<file path="config.mk">
export PLATFORM = sky130hd
export DESIGN_NAME = frl_checkpoint_ctrl_flat
export DESIGN_NICKNAME = d
export VERILOG_FILES = /design/src/rtl/frl_checkpoint_ctrl_pkg.sv /design/src/rtl/frl_checkpoint_ctrl_if.sv /design/src/rtl/frl_ckpt_slot.sv /design/src/rtl/frl_checkpoint_ctrl.sv /design/src/flat_wrapper.sv
export SDC_FILE = /design/constraint.sdc
export NUM_CORES = 1
export LEC_CHECK = 0
export CAP_MARGIN = 20
export CORE_ASPECT_RATIO = 1.25
export CORE_MARGIN = 5
export CORE_UTILIZATION = 55
export DETAILED_ROUTE_END_ITERATION = 10
export HOLD_SLACK_MARGIN = 0.03
export PLACE_DENSITY_LB_ADDON = 0.08
export SLEW_MARGIN = 0
export SYNTH_ARGS = -nofsm -noshare
export SYNTH_HDL_FRONTEND = slang
export SYNTH_SLANG_ARGS = --single-unit
export TNS_END_PERCENT = 10
</file>
<file path="constraint.sdc">
create_clock -name clk -period 9.7 [get_ports clk]
set_clock_uncertainty 0.1 [all_clocks]
set_input_delay 1.455 -clock clk [delete_from_list [all_inputs] [get_ports clk]]
set_output_delay 1.455 -clock clk [all_outputs]
set_load 0.05 [all_outputs]
</file>
<file path="src/rtl/frl_checkpoint_ctrl_pkg.sv">
// Shared types and sizing for the free-register-list checkpoint controller.
package frl_checkpoint_ctrl_pkg;

    localparam int unsigned NUM_D_REG    = 32;
    localparam int unsigned NUM_S_REG    = 16;
    localparam int unsigned FRL_NUM_CKPT = 4;
    localparam int unsigned D_AW         = $clog2(NUM_D_REG);
    localparam int unsigned S_AW         = $clog2(NUM_S_REG);

    typedef struct packed {
        logic                 valid;
        logic [NUM_D_REG-1:0] r_snap;
        logic [NUM_S_REG-1:0] s_snap;
    } frl_ckpt_entry_t;

    typedef enum logic {
        RS_IDLE,
        RS_PULSE
    } rs_state_e;

endpackage

</file>
<file path="src/rtl/frl_checkpoint_ctrl_if.sv">
// Dispatch / commit / resolve / restore signals of the checkpoint controller.
interface frl_checkpoint_ctrl_if
    import frl_checkpoint_ctrl_pkg::*;
#(
    parameter int unsigned NUM_CKPT = FRL_NUM_CKPT
);
    logic                        take_valid;
    logic                        take_ready;
    logic [$clog2(NUM_CKPT)-1:0] take_id;
    logic [NUM_D_REG-1:0]        cur_r_free;
    logic [NUM_S_REG-1:0]        cur_s_free;
    logic                        return_r;
    logic                        return_s;
    logic [D_AW-1:0]             r_addr;
    logic [S_AW-1:0]             s_addr;
    logic                        resolve_valid;
    logic [$clog2(NUM_CKPT)-1:0] resolve_id;
    logic                        resolve_mispredict;
    logic                        restore;
    logic [NUM_D_REG-1:0]        restore_r_free;
    logic [NUM_S_REG-1:0]        restore_s_free;
    logic                        full;

    // Requester side: dispatch, commit and branch-resolution paths.
    modport master (
        output take_valid, cur_r_free, cur_s_free, return_r, return_s, r_addr, s_addr,
               resolve_valid, resolve_id, resolve_mispredict,
        input  take_ready, take_id, restore, restore_r_free, restore_s_free, full
    );

    // Controller side.
    modport slave (
        input  take_valid, cur_r_free, cur_s_free, return_r, return_s, r_addr, s_addr,
               resolve_valid, resolve_id, resolve_mispredict,
        output take_ready, take_id, restore, restore_r_free, restore_s_free, full
    );
endinterface

</file>
<file path="src/rtl/frl_ckpt_slot.sv">
// One checkpoint slot: snapshot storage kept coherent with commit returns.
module frl_ckpt_slot
    import frl_checkpoint_ctrl_pkg::*;
(
    input  logic                 clk,
    input  logic                 rst,
    input  logic                 load_i,
    input  logic [NUM_D_REG-1:0] load_r_i,
    input  logic [NUM_S_REG-1:0] load_s_i,
    input  logic [NUM_D_REG-1:0] r_mask_i,
    input  logic [NUM_S_REG-1:0] s_mask_i,
    input  logic                 inval_i,
    output frl_ckpt_entry_t      entry_o
);
    frl_ckpt_entry_t entry_q, entry_d;

    // Next slot contents: returns on a live slot, then load, then invalidate.
    always_comb begin
        entry_d = entry_q;
        if (entry_q.valid) begin
            entry_d.r_snap = entry_q.r_snap | r_mask_i;
            entry_d.s_snap = entry_q.s_snap | s_mask_i;
        end
        if (load_i) begin
            entry_d.valid  = 1'b1;
            entry_d.r_snap = load_r_i | r_mask_i;
            entry_d.s_snap = load_s_i | s_mask_i;
        end
        if (inval_i) begin
            entry_d.valid = 1'b0;
        end
    end

    // Slot storage register.
    always_ff @(posedge clk or posedge rst) begin
        if (rst) begin
            entry_q <= '0;
        end else begin
            entry_q <= entry_d;
        end
    end

    assign entry_o = entry_q;
endmodule

</file>
<file path="src/rtl/frl_checkpoint_ctrl.sv">
// Checkpoint controller: circular queue of free-list snapshots, one per branch.
module frl_checkpoint_ctrl
    import frl_checkpoint_ctrl_pkg::*;
#(
    parameter int unsigned NUM_CKPT = FRL_NUM_CKPT
)(
    input logic                  clk,
    input logic                  rst,
    frl_checkpoint_ctrl_if.slave bus
);
    localparam int unsigned PW = $clog2(NUM_CKPT);

    logic [PW:0]          head_q, head_d, tail_q, tail_d, occ;
    logic [PW-1:0]        age_r, age_i;
    rs_state_e            rs_q, rs_d;
    logic [NUM_D_REG-1:0] rr_q, rr_d, r_mask;
    logic [NUM_S_REG-1:0] rs_free_q, rs_free_d, s_mask;
    logic [NUM_CKPT-1:0]  load, inval;
    frl_ckpt_entry_t      ent [NUM_CKPT];
    logic                 full, res_hit, mis_fire, cor_fire, take_fire;

    assign occ       = tail_q - head_q;
    assign full      = (occ == (PW+1)'(NUM_CKPT));
    assign r_mask    = bus.return_r ? (NUM_D_REG'(1) << bus.r_addr) : '0;
    assign s_mask    = bus.return_s ? (NUM_S_REG'(1) << bus.s_addr) : '0;
    assign res_hit   = bus.resolve_valid & ent[bus.resolve_id].valid;
    assign mis_fire  = res_hit & bus.resolve_mispredict;
    assign cor_fire  = res_hit & ~bus.resolve_mispredict;
    assign age_r     = bus.resolve_id - head_q[PW-1:0];

    assign bus.take_ready     = ~full & ~(bus.resolve_valid & bus.resolve_mispredict)
                                & (rs_q == RS_IDLE);
    assign bus.take_id        = tail_q[PW-1:0];
    assign bus.full           = full;
    assign bus.restore        = (rs_q == RS_PULSE);
    assign bus.restore_r_free = rr_q;
    assign bus.restore_s_free = rs_free_q;
    assign take_fire          = bus.take_valid & bus.take_ready;

    // Slot load/invalidate; a mispredict kills every slot from its age up to the tail,
    // ages measured from head so a full queue is handled without ambiguity.
    always_comb begin
        load  = '0;
        inval = '0;
        age_i = '0;
        for (int unsigned i = 0; i < NUM_CKPT; i++) begin
            age_i    = PW'(i) - head_q[PW-1:0];
            load[i]  = take_fire && (tail_q[PW-1:0] == PW'(i));
            inval[i] = (cor_fire && (bus.resolve_id == PW'(i)))
                     || (mis_fire && (age_i >= age_r) && ({1'b0, age_i} < occ));
        end
    end

    for (genvar g = 0; g < NUM_CKPT; g++) begin : g_slot
        frl_ckpt_slot u_slot (
            .clk      (clk),
            .rst      (rst),
            .load_i   (load[g]),
            .load_r_i (bus.cur_r_free),
            .load_s_i (bus.cur_s_free),
            .r_mask_i (r_mask),
            .s_mask_i (s_mask),
            .inval_i  (inval[g]),
            .entry_o  (ent[g])
        );
    end

    // Pointer, restore-pulse and restore-data next state.
    always_comb begin
        head_d    = head_q;
        tail_d    = tail_q;
        rs_d      = mis_fire ? RS_PULSE : RS_IDLE;
        rr_d      = rr_q;
        rs_free_d = rs_free_q;
        if (!ent[head_q[PW-1:0]].valid && (head_q != tail_q)) begin
            head_d = head_q + 1'b1;
        end
        if (mis_fire) begin
            tail_d    = head_q + {1'b0, age_r};
            rr_d      = ent[bus.resolve_id].r_snap | r_mask;
            rs_free_d = ent[bus.resolve_id].s_snap | s_mask;
        end else if (take_fire) begin
            tail_d = tail_q + 1'b1;
        end
    end

    // Controller state registers.
    always_ff @(posedge clk or posedge rst) begin
        if (rst) begin
            head_q    <= '0;
            tail_q    <= '0;
            rs_q      <= RS_IDLE;
            rr_q      <= '1;
            rs_free_q <= '1;
        end else begin
            head_q    <= head_d;
            tail_q    <= tail_d;
            rs_q      <= rs_d;
            rr_q      <= rr_d;
            rs_free_q <= rs_free_d;
        end
    end
endmodule

</file>
<file path="src/flat_wrapper.sv">
// flat-port wrapper written by rule: the top's interface ports become plain ports
module frl_checkpoint_ctrl_flat import frl_checkpoint_ctrl_pkg::*;
#(
    parameter int unsigned NUM_CKPT = FRL_NUM_CKPT
)
  (clk, rst, bus_take_valid, bus_cur_r_free, bus_cur_s_free, bus_return_r, bus_return_s, bus_r_addr, bus_s_addr, bus_resolve_valid, bus_resolve_id, bus_resolve_mispredict, bus_take_ready, bus_take_id, bus_restore, bus_restore_r_free, bus_restore_s_free, bus_full);
  frl_checkpoint_ctrl_if #(.NUM_CKPT(NUM_CKPT)) bus_i ();
  input logic clk;
  input logic rst;
  input wire logic [$bits(bus_i.take_valid)-1:0] bus_take_valid;
  input wire logic [$bits(bus_i.cur_r_free)-1:0] bus_cur_r_free;
  input wire logic [$bits(bus_i.cur_s_free)-1:0] bus_cur_s_free;
  input wire logic [$bits(bus_i.return_r)-1:0] bus_return_r;
  input wire logic [$bits(bus_i.return_s)-1:0] bus_return_s;
  input wire logic [$bits(bus_i.r_addr)-1:0] bus_r_addr;
  input wire logic [$bits(bus_i.s_addr)-1:0] bus_s_addr;
  input wire logic [$bits(bus_i.resolve_valid)-1:0] bus_resolve_valid;
  input wire logic [$bits(bus_i.resolve_id)-1:0] bus_resolve_id;
  input wire logic [$bits(bus_i.resolve_mispredict)-1:0] bus_resolve_mispredict;
  output wire logic [$bits(bus_i.take_ready)-1:0] bus_take_ready;
  output wire logic [$bits(bus_i.take_id)-1:0] bus_take_id;
  output wire logic [$bits(bus_i.restore)-1:0] bus_restore;
  output wire logic [$bits(bus_i.restore_r_free)-1:0] bus_restore_r_free;
  output wire logic [$bits(bus_i.restore_s_free)-1:0] bus_restore_s_free;
  output wire logic [$bits(bus_i.full)-1:0] bus_full;
  assign bus_i.take_valid = bus_take_valid;
  assign bus_i.cur_r_free = bus_cur_r_free;
  assign bus_i.cur_s_free = bus_cur_s_free;
  assign bus_i.return_r = bus_return_r;
  assign bus_i.return_s = bus_return_s;
  assign bus_i.r_addr = bus_r_addr;
  assign bus_i.s_addr = bus_s_addr;
  assign bus_i.resolve_valid = bus_resolve_valid;
  assign bus_i.resolve_id = bus_resolve_id;
  assign bus_i.resolve_mispredict = bus_resolve_mispredict;
  assign bus_take_ready = bus_i.take_ready;
  assign bus_take_id = bus_i.take_id;
  assign bus_restore = bus_i.restore;
  assign bus_restore_r_free = bus_i.restore_r_free;
  assign bus_restore_s_free = bus_i.restore_s_free;
  assign bus_full = bus_i.full;
  frl_checkpoint_ctrl #(.NUM_CKPT(NUM_CKPT)) u_core (.clk(clk), .rst(rst), .bus(bus_i));
endmodule
</file>
==> results.cfg, run 1 <==
[setup_path]
slowest_stage = clkdlybuf4s50_1
cp_max_fo = 6
worstPathRequired_ns = 8.15
end_kind = primary output
r2r_slack_ns = 6.56
start_kind = flip-flop
crit_path_max_incr_delay_ns = 0.82
worstPathCellList = inv_1 > ha_1 > fa_1 > nand2_1 > nor2_1 > nor3_1 > clkdlybuf4s50_1
worstPathArrival_ns = 3.43
path_class = reg -> out

[synth]
ys_top_cells_by_area = dfrtp_1 40%, a21oi_1 15%, dfstp_2 10%
syn_nets = 1409
async_flop_share = 1.000
ys_ff_latch = 251
synth_top_area_share = 0.4024
syn_area_sq_um = 12620
synth_cell_type_count = 41
yosys_warnings = 0
synth_edf_count = 0
postSynthAreaPerCell_sq_um = 9.527
synthCells = 1325
ys.flop_type = dfrtp_1
synth_area_leader_cell = dfrtp_1
synth_sequential_area_ratio = 0.5023

[pwr]
p_per_area_nw_per_um2 = 351.1
combPwrFrac = 0.435
p_int_w = 0.003079
seqPwrFrac = 0.370
max-vdd-ir-drop_uv = 278.4
pwr-share-clk = 0.195
swShare = 0.4039
leakagePower_nw = 5.794
p_sw_w = 0.002086

[global_route]
grt_max_degree = 116
grt_pass1_vias = 9853
overflow = 0
antenna_found_initial = 1
grt_usage = 0.2529
grt_pass1_wl_mm = 53.11

[clocking]
cts_resized = 0
clock_latency_ns = 0.53
hold_buffers = 0
htreeDepth = 1
cts_tree = yes
path_clk_slew_ns = 0.06
clockRootBuffer = clkbuf_16
cts_sinks = 251
cts_buffers = 26
postCtsSetupBuffers = 0
cts.path.max_buffers = 3

[sta]
rsz0062_at_grt = false
fmax_mhz = 200.6
relSlewSlack = 0.2547
setup_viol = 0
setup_tns_ns = 0
timing.final.crit_share = 0.5139
hold_violations = 0
hold_slack_ns = 0.3735
finalCriticalPeriod_ns = 4.985
fin_ws_ns = 4.715
tightestPinTransition_ns = 1.109
slew_viol_final = 0

[detailed_routing]
wirelength_mm = 33.94
drc = 0
dr.pass1.iters = 5
antenna_left = 0
drt_iter0_drc = 721
num_vias = 10120
via_per_inst = 5.998
wl_per_cell_um = 20.11

[place]
placed_cell_area_sq_um = 13860
post-place-ws_ns = 4.880
portBuffers = 118
gp_congestion = 0.7903
hpwl_mm = 20.06

[die]
die_w_um = 145.5
die_h_um = 179.4
ios = 119
dieArea_sq_um = 26100
start_util = 0.5535
coreArea_sq_um = 22810
row_count = 62

[cells_and_area]
drive_gt1_frac = 0.1207
syn_to_final_growth_pct = 16.54
multi_input_area_sq_um = 5786
fin_nets = 1464
fin_area_sq_um = 14710
regArea_sq_um = 6345
n_antenna_cell = 0
fillers = 1922

[outcome]
outcome = finished clean

[flow_run]
drv_cap = 0

[worst_hold_path]
worstHoldPathType = reg -> reg
-- power by group through the flow --
stage	logic [W]	registers [W]	clock network, W
after global routing	0.00243	0.00197	0.00106
after CTS	0.00225	0.00191	0.00102
after global placement	0.00219	0.00190	0
after floorplan	0.00131	0.00221	0
after detailed placement	0.00225	0.00192	0
final	0.00224	0.00191	0.00101
-- worst paths after layout --
check / startpoint / end / cells past startpoint
worst max-delay path: u_core.tail_q[0]$_DFFE_PP0P_ / bus_take_ready / 7
worst min-delay path: u_core.bus.restore_r_free[18]$_DFFE_PP1P_ / u_core.bus.restore_r_free[18]$_DFFE_PP1P_ / 2
worst max register to register: u_core.tail_q[0]$_DFFE_PP0P_ / u_core.tail_q[2]$_DFFE_PP0P_ / 8
worst min register to register: u_core.bus.restore_r_free[18]$_DFFE_PP1P_ / u_core.bus.restore_r_free[18]$_DFFE_PP1P_ / 2
max in group asynchronous: rst / u_core.g_slot[2].u_slot.entry_o[41]$_DFFE_PP0P_ / 3
min in group asynchronous: rst / u_core.g_slot[3].u_slot.entry_o[27]$_DFFE_PP0P_ / 2
-- cells in the final DEF (no fill, tap or decap), drive strengths merged, types with 5 or more instances in the layout --
cell type / count
clkbuf: 39
dfrtp: 203
nor2: 224
dfstp: 48
o21ai: 53
nand2: 57
a21oi: 386
mux4: 50
clkinv: 5
inv: 17
ha: 15
nand2b: 8
nor3: 70
buf: 19
clkdlybuf4s50: 116
o21bai: 34
xnor2: 6
-- Yosys cell counts (4+ instances only) --
cell type	number
xnor2_1	6
o21bai_1	34
o2111ai_2	4
clkbuf_1	48
nor3_1	68
mux4_2	50
ha_1	15
nor2b_1	4
dfrtp_1	203
a21oi_1	386
buf_2	55
maj3_1	4
nor2_1	224
nand3_1	4
inv_1	17
nand2b_1	8
o21ai_0	52
dfstp_2	48
nand2_1	57
-- cell type report --
type | count | share of cell area
multi-input combinational | 949 | 0.3933
timing repair buffer | 135 | 0.08828
clock inverter | 9 | 0.006804
inverter | 17 | 0.004848
tap | 288 | 0.02449
clock buffer | 39 | 0.05103
sequential | 251 | 0.4313
-- worst max-delay path, delay by kind of cell, from the launching register on --
kind | cells | cell delay [ns]
buffers and inverters | 2 | 0.96
adder cells (fa/ha/maj) | 2 | 0.77
flip-flops | 1 | 0.42
AND/OR/NAND/NOR | 3 | 0.75
-- flip-flops by register name, summed over array words and instances, names as in the netlist --
register,count
u_core.head_q,3
u_core.g_slot.u_slot.entry_o,196
u_core.tail_q,3
u_core.bus.restore,1
u_core.bus.restore_s_free,16
u_core.bus.restore_r_free,32
-- through the flow --
| step | power [W] | util | cells |
|---|---|---|---|
| floorplan | 0.003518 | - | 1325 |
| global placement | 0.004088 | 0.6077 | 1640 |
| detailed placement | 0.004164 | 0.6077 | 1640 |
| CTS | 0.005184 | 0.6451 | 1688 |
| global route | 0.005461 | 0.6451 | 1688 |
| finish | 0.005165 | 0.6451 | 1688 |
-- cells by family (layout without fill, tap and decap cells) --
family | count (synthesis) | count (layout) | share of synthesized area
muxes | 52 | 52 | 0.09079
xor gates and xnor gates | 8 | 8 | 0.006740
DFF | 251 | 251 | 0.5023
buffers and inverters | 125 | 200 | 0.04351
AOI/OAI and AO/OA | 486 | 486 | 0.2048
adders and majority gates | 22 | 22 | 0.02280
and+or+nand+nor | 381 | 381 | 0.1291
-- routing by layer --
metal | share of wire | vias up | GRT usage | wire length [um]
met5 | 0.00035 | - | 0 | 12
met2 | 0.51 | 300 | 0.4533 | 17210
met4 | 0.025 | 2 | 0.06998 | 856
li1 | - | 4801 | - | -
met3 | 0.055 | 68 | 0.03623 | 1862
met1 | 0.41 | 4953 | 0.3250 | 14000
Note: power is estimated with default switching activity, not from simulation.
==> inputs of run 2 (changes only) <==
--- a/config.mk
+++ b/config.mk
@@ -8,7 +8,7 @@
 export CAP_MARGIN = 20
 export CORE_ASPECT_RATIO = 1.25
 export CORE_MARGIN = 5
-export CORE_UTILIZATION = 55
+export CORE_UTILIZATION = 52
 export DETAILED_ROUTE_END_ITERATION = 10
 export HOLD_SLACK_MARGIN = 0.03
 export PLACE_DENSITY_LB_ADDON = 0.08
==> constraint.sdc (replaced) <==
create_clock -name clk -period 4.31 [get_ports clk]
set_clock_uncertainty 0.1 [all_clocks]
set_input_delay 0.6465 -clock clk [delete_from_list [all_inputs] [get_ports clk]]
set_output_delay 0.6465 -clock clk [all_outputs]
set_load 0.05 [all_outputs]
==> run 2 against run 1 <==
Compared with the run above: cell area grew 1.9%; global-route usage fell by 0.66 points; critical path type unchanged; first-iteration DRC count down 6.7%.
==> results.cfg, run 2 (synthesis gave the netlist of run 1 again) <==
[clocking]
clock_latency_ns = 0.54
cts_buffers = 26
cts_sinks = 251
cts_tree = yes
clockRootBuffer = clkbuf_16
hold_buffers = 0
path_clk_slew_ns = 0.06
cts.path.max_buffers = 3
htreeDepth = 1
postCtsSetupBuffers = 0

[die]
ios = 119
coreArea_sq_um = 23810
die_h_um = 184.2
dieArea_sq_um = 27510
die_w_um = 149.4
start_util = 0.5303
row_count = 63

[detailed_routing]
wl_per_cell_um = 19.35
drt_iter0_drc = 673
drc = 0
num_vias = 10140
dr.pass1.iters = 5
wirelength_mm = 33.55
via_per_inst = 5.847
antenna_left = 0

[cells_and_area]
largest_register_ff_count = 196
drive_gt1_frac = 0.1285
n_antenna_cell = 0
fin_nets = 1473
fin_area_sq_um = 15000
final_common_cell = a21oi_1
layout_common_cells = 386 x a21oi_1, 224 x nor2_1, 203 x dfrtp_1
syn_to_final_growth_pct = 18.81

[global_route]
antenna_found_initial = 1
use_met3 = 0.04107
overflow = 0
grt_pass1_wl_mm = 54.06
use_met2 = 0.4188
grt_use_met1 = 0.3296
grt_usage = 0.2463
grt_pass1_vias = 10050
grt_max_degree = 80
grt_busiest_layer = met2

[pwr]
p_per_area_nw_per_um2 = 787.4
p_sw_w = 0.004660
swShare = 0.3946
max-vdd-ir-drop_uv = 372.1
leakagePower_nw = 5.945
seqPwrFrac = 0.363
combPwrFrac = 0.427
p_int_w = 0.007149
pwr-share-clk = 0.210

[worst_hold_path]
worstHoldPathType = in -> async

[setup_path]
crit_family = adder cells
slowest_stage = fa_1
worstPathArrival_ns = 3.06
worstPathCellList = inv_1 > ha_1 > fa_1 > nand2_1 > nor2_1 > nor3_1 > dlymetal6s2s_1
start_kind = flip-flop
worstPathRequired_ns = 3.56
path_class = reg -> out
worst-path-buf-inv = 2
cp_max_fo = 6
crit_path_max_incr_delay_ns = 0.53
end_kind = primary output

[sta]
setup_tns_ns = 0
setup_viol = 0
hold_slack_ns = 0.2677
fmax_mhz = 262.8
hold_violations = 0
slew_viol_final = 0
tightestPinTransition_ns = 1.006
finalCriticalPeriod_ns = 3.805
fin_ws_ns = 0.5047
relSlewSlack = 0.3239
rsz0062_at_grt = false
timing.final.crit_share = 0.8829

[place]
gp_congestion = 0.8331
placed_cell_area_sq_um = 14010
post-place-ws_ns = 0.6683
portBuffers = 118
hpwl_mm = 20.41

[outcome]
outcome = finished clean

[flow_run]
drv_cap = 0
-- run 2: changes by cell type in the layout (fill, tap and decap cells not counted), moves of 3 or more --
cell	previous run	this run
dfrtp_1	200	203
dfrtp_2	3	0
clkbuf_1	9	3
buf_12	0	6
bufinv_16	2	5
-- run 2: repair_timing --
action | 4_1_cts | 5_1_grt
gates resized for setup | 0 | 2
hold endpoints to repair | 0 | 0
endpoints found under the setup margin | 0 | 2
-- run 2: worst register-to-register path: cells and delay by family (launching register included) --
kind	cells	cell delay, ns
adder cells (fa/ha/maj)	2	0.83
AND/OR/NAND/NOR	1	0.29
XOR/XNOR	1	0.18
flip-flops	1	0.42
buffers and inverters	2	0.45
AO/OA/AOI/OAI	2	0.75
-- run 2: path summary, 6_finish.rpt --
kind / endpoint / slack, ns / cells after the start / start
min in group clk: u_core.bus.restore_s_free[15]$_DFFE_PP1P_ / 0.36 / 2 / u_core.bus.restore_s_free[15]$_DFFE_PP1P_
worst max-delay path: bus_take_ready / 0.50 / 7 / u_core.tail_q[0]$_DFFE_PP0P_
worst min-delay path: u_core.g_slot[2].u_slot.entry_o[28]$_DFFE_PP0P_ / 0.27 / 2 / rst
worst min register to register: u_core.bus.restore_s_free[15]$_DFFE_PP1P_ / 0.36 / 2 / u_core.bus.restore_s_free[15]$_DFFE_PP1P_
max in group asynchronous: u_core.bus.restore_s_free[0]$_DFFE_PP1P_ / 2.87 / 4 / rst
worst max register to register: u_core.tail_q[2]$_DFFE_PP0P_ / 1.15 / 8 / u_core.tail_q[0]$_DFFE_PP0P_
-- run 2: power by group through the flow --
stage	Combinational, W	Clock [W]	Sequential (W)
after global placement	0.00497	0	0.00426
final	0.00504	0.00247	0.00429
after detailed placement	0.00506	0	0.00431
after floorplan	0.00295	0	0.00497
after CTS	0.00507	0.00252	0.00428
after global routing	0.00553	0.00262	0.00443
-- run 2: area by class of cell --
type	instances	area, sq um
clock buffer	35	755.7
clock inverter	13	195.2
fill	2035	8807
inverter	17	67.56
multi-input combinational	949	5786
sequential	251	6341
tap	325	406.6
timing repair buffer	144	1446
-- run 2: per-layer routing --
metal / share of wire / routed length [um] / vias up
met4: 0.022 / 735 / 2
met2: 0.50 / 16720 / 292
li1: - / - / 4832
met5: 0.00039 / 13 / -
met3: 0.059 / 1994 / 56
met1: 0.42 / 14090 / 4956
-- run 2: through the flow --
step           power (W)  std cells  utilization
5_1_grt          0.01258       1734       0.6300
3_3_place_gp    0.009233       1684       0.5887
2_1_floorplan   0.007920       1325            -
6_report         0.01181       1734       0.6300
3_5_place_dp    0.009373       1684       0.5887
4_1_cts          0.01187       1732       0.6287
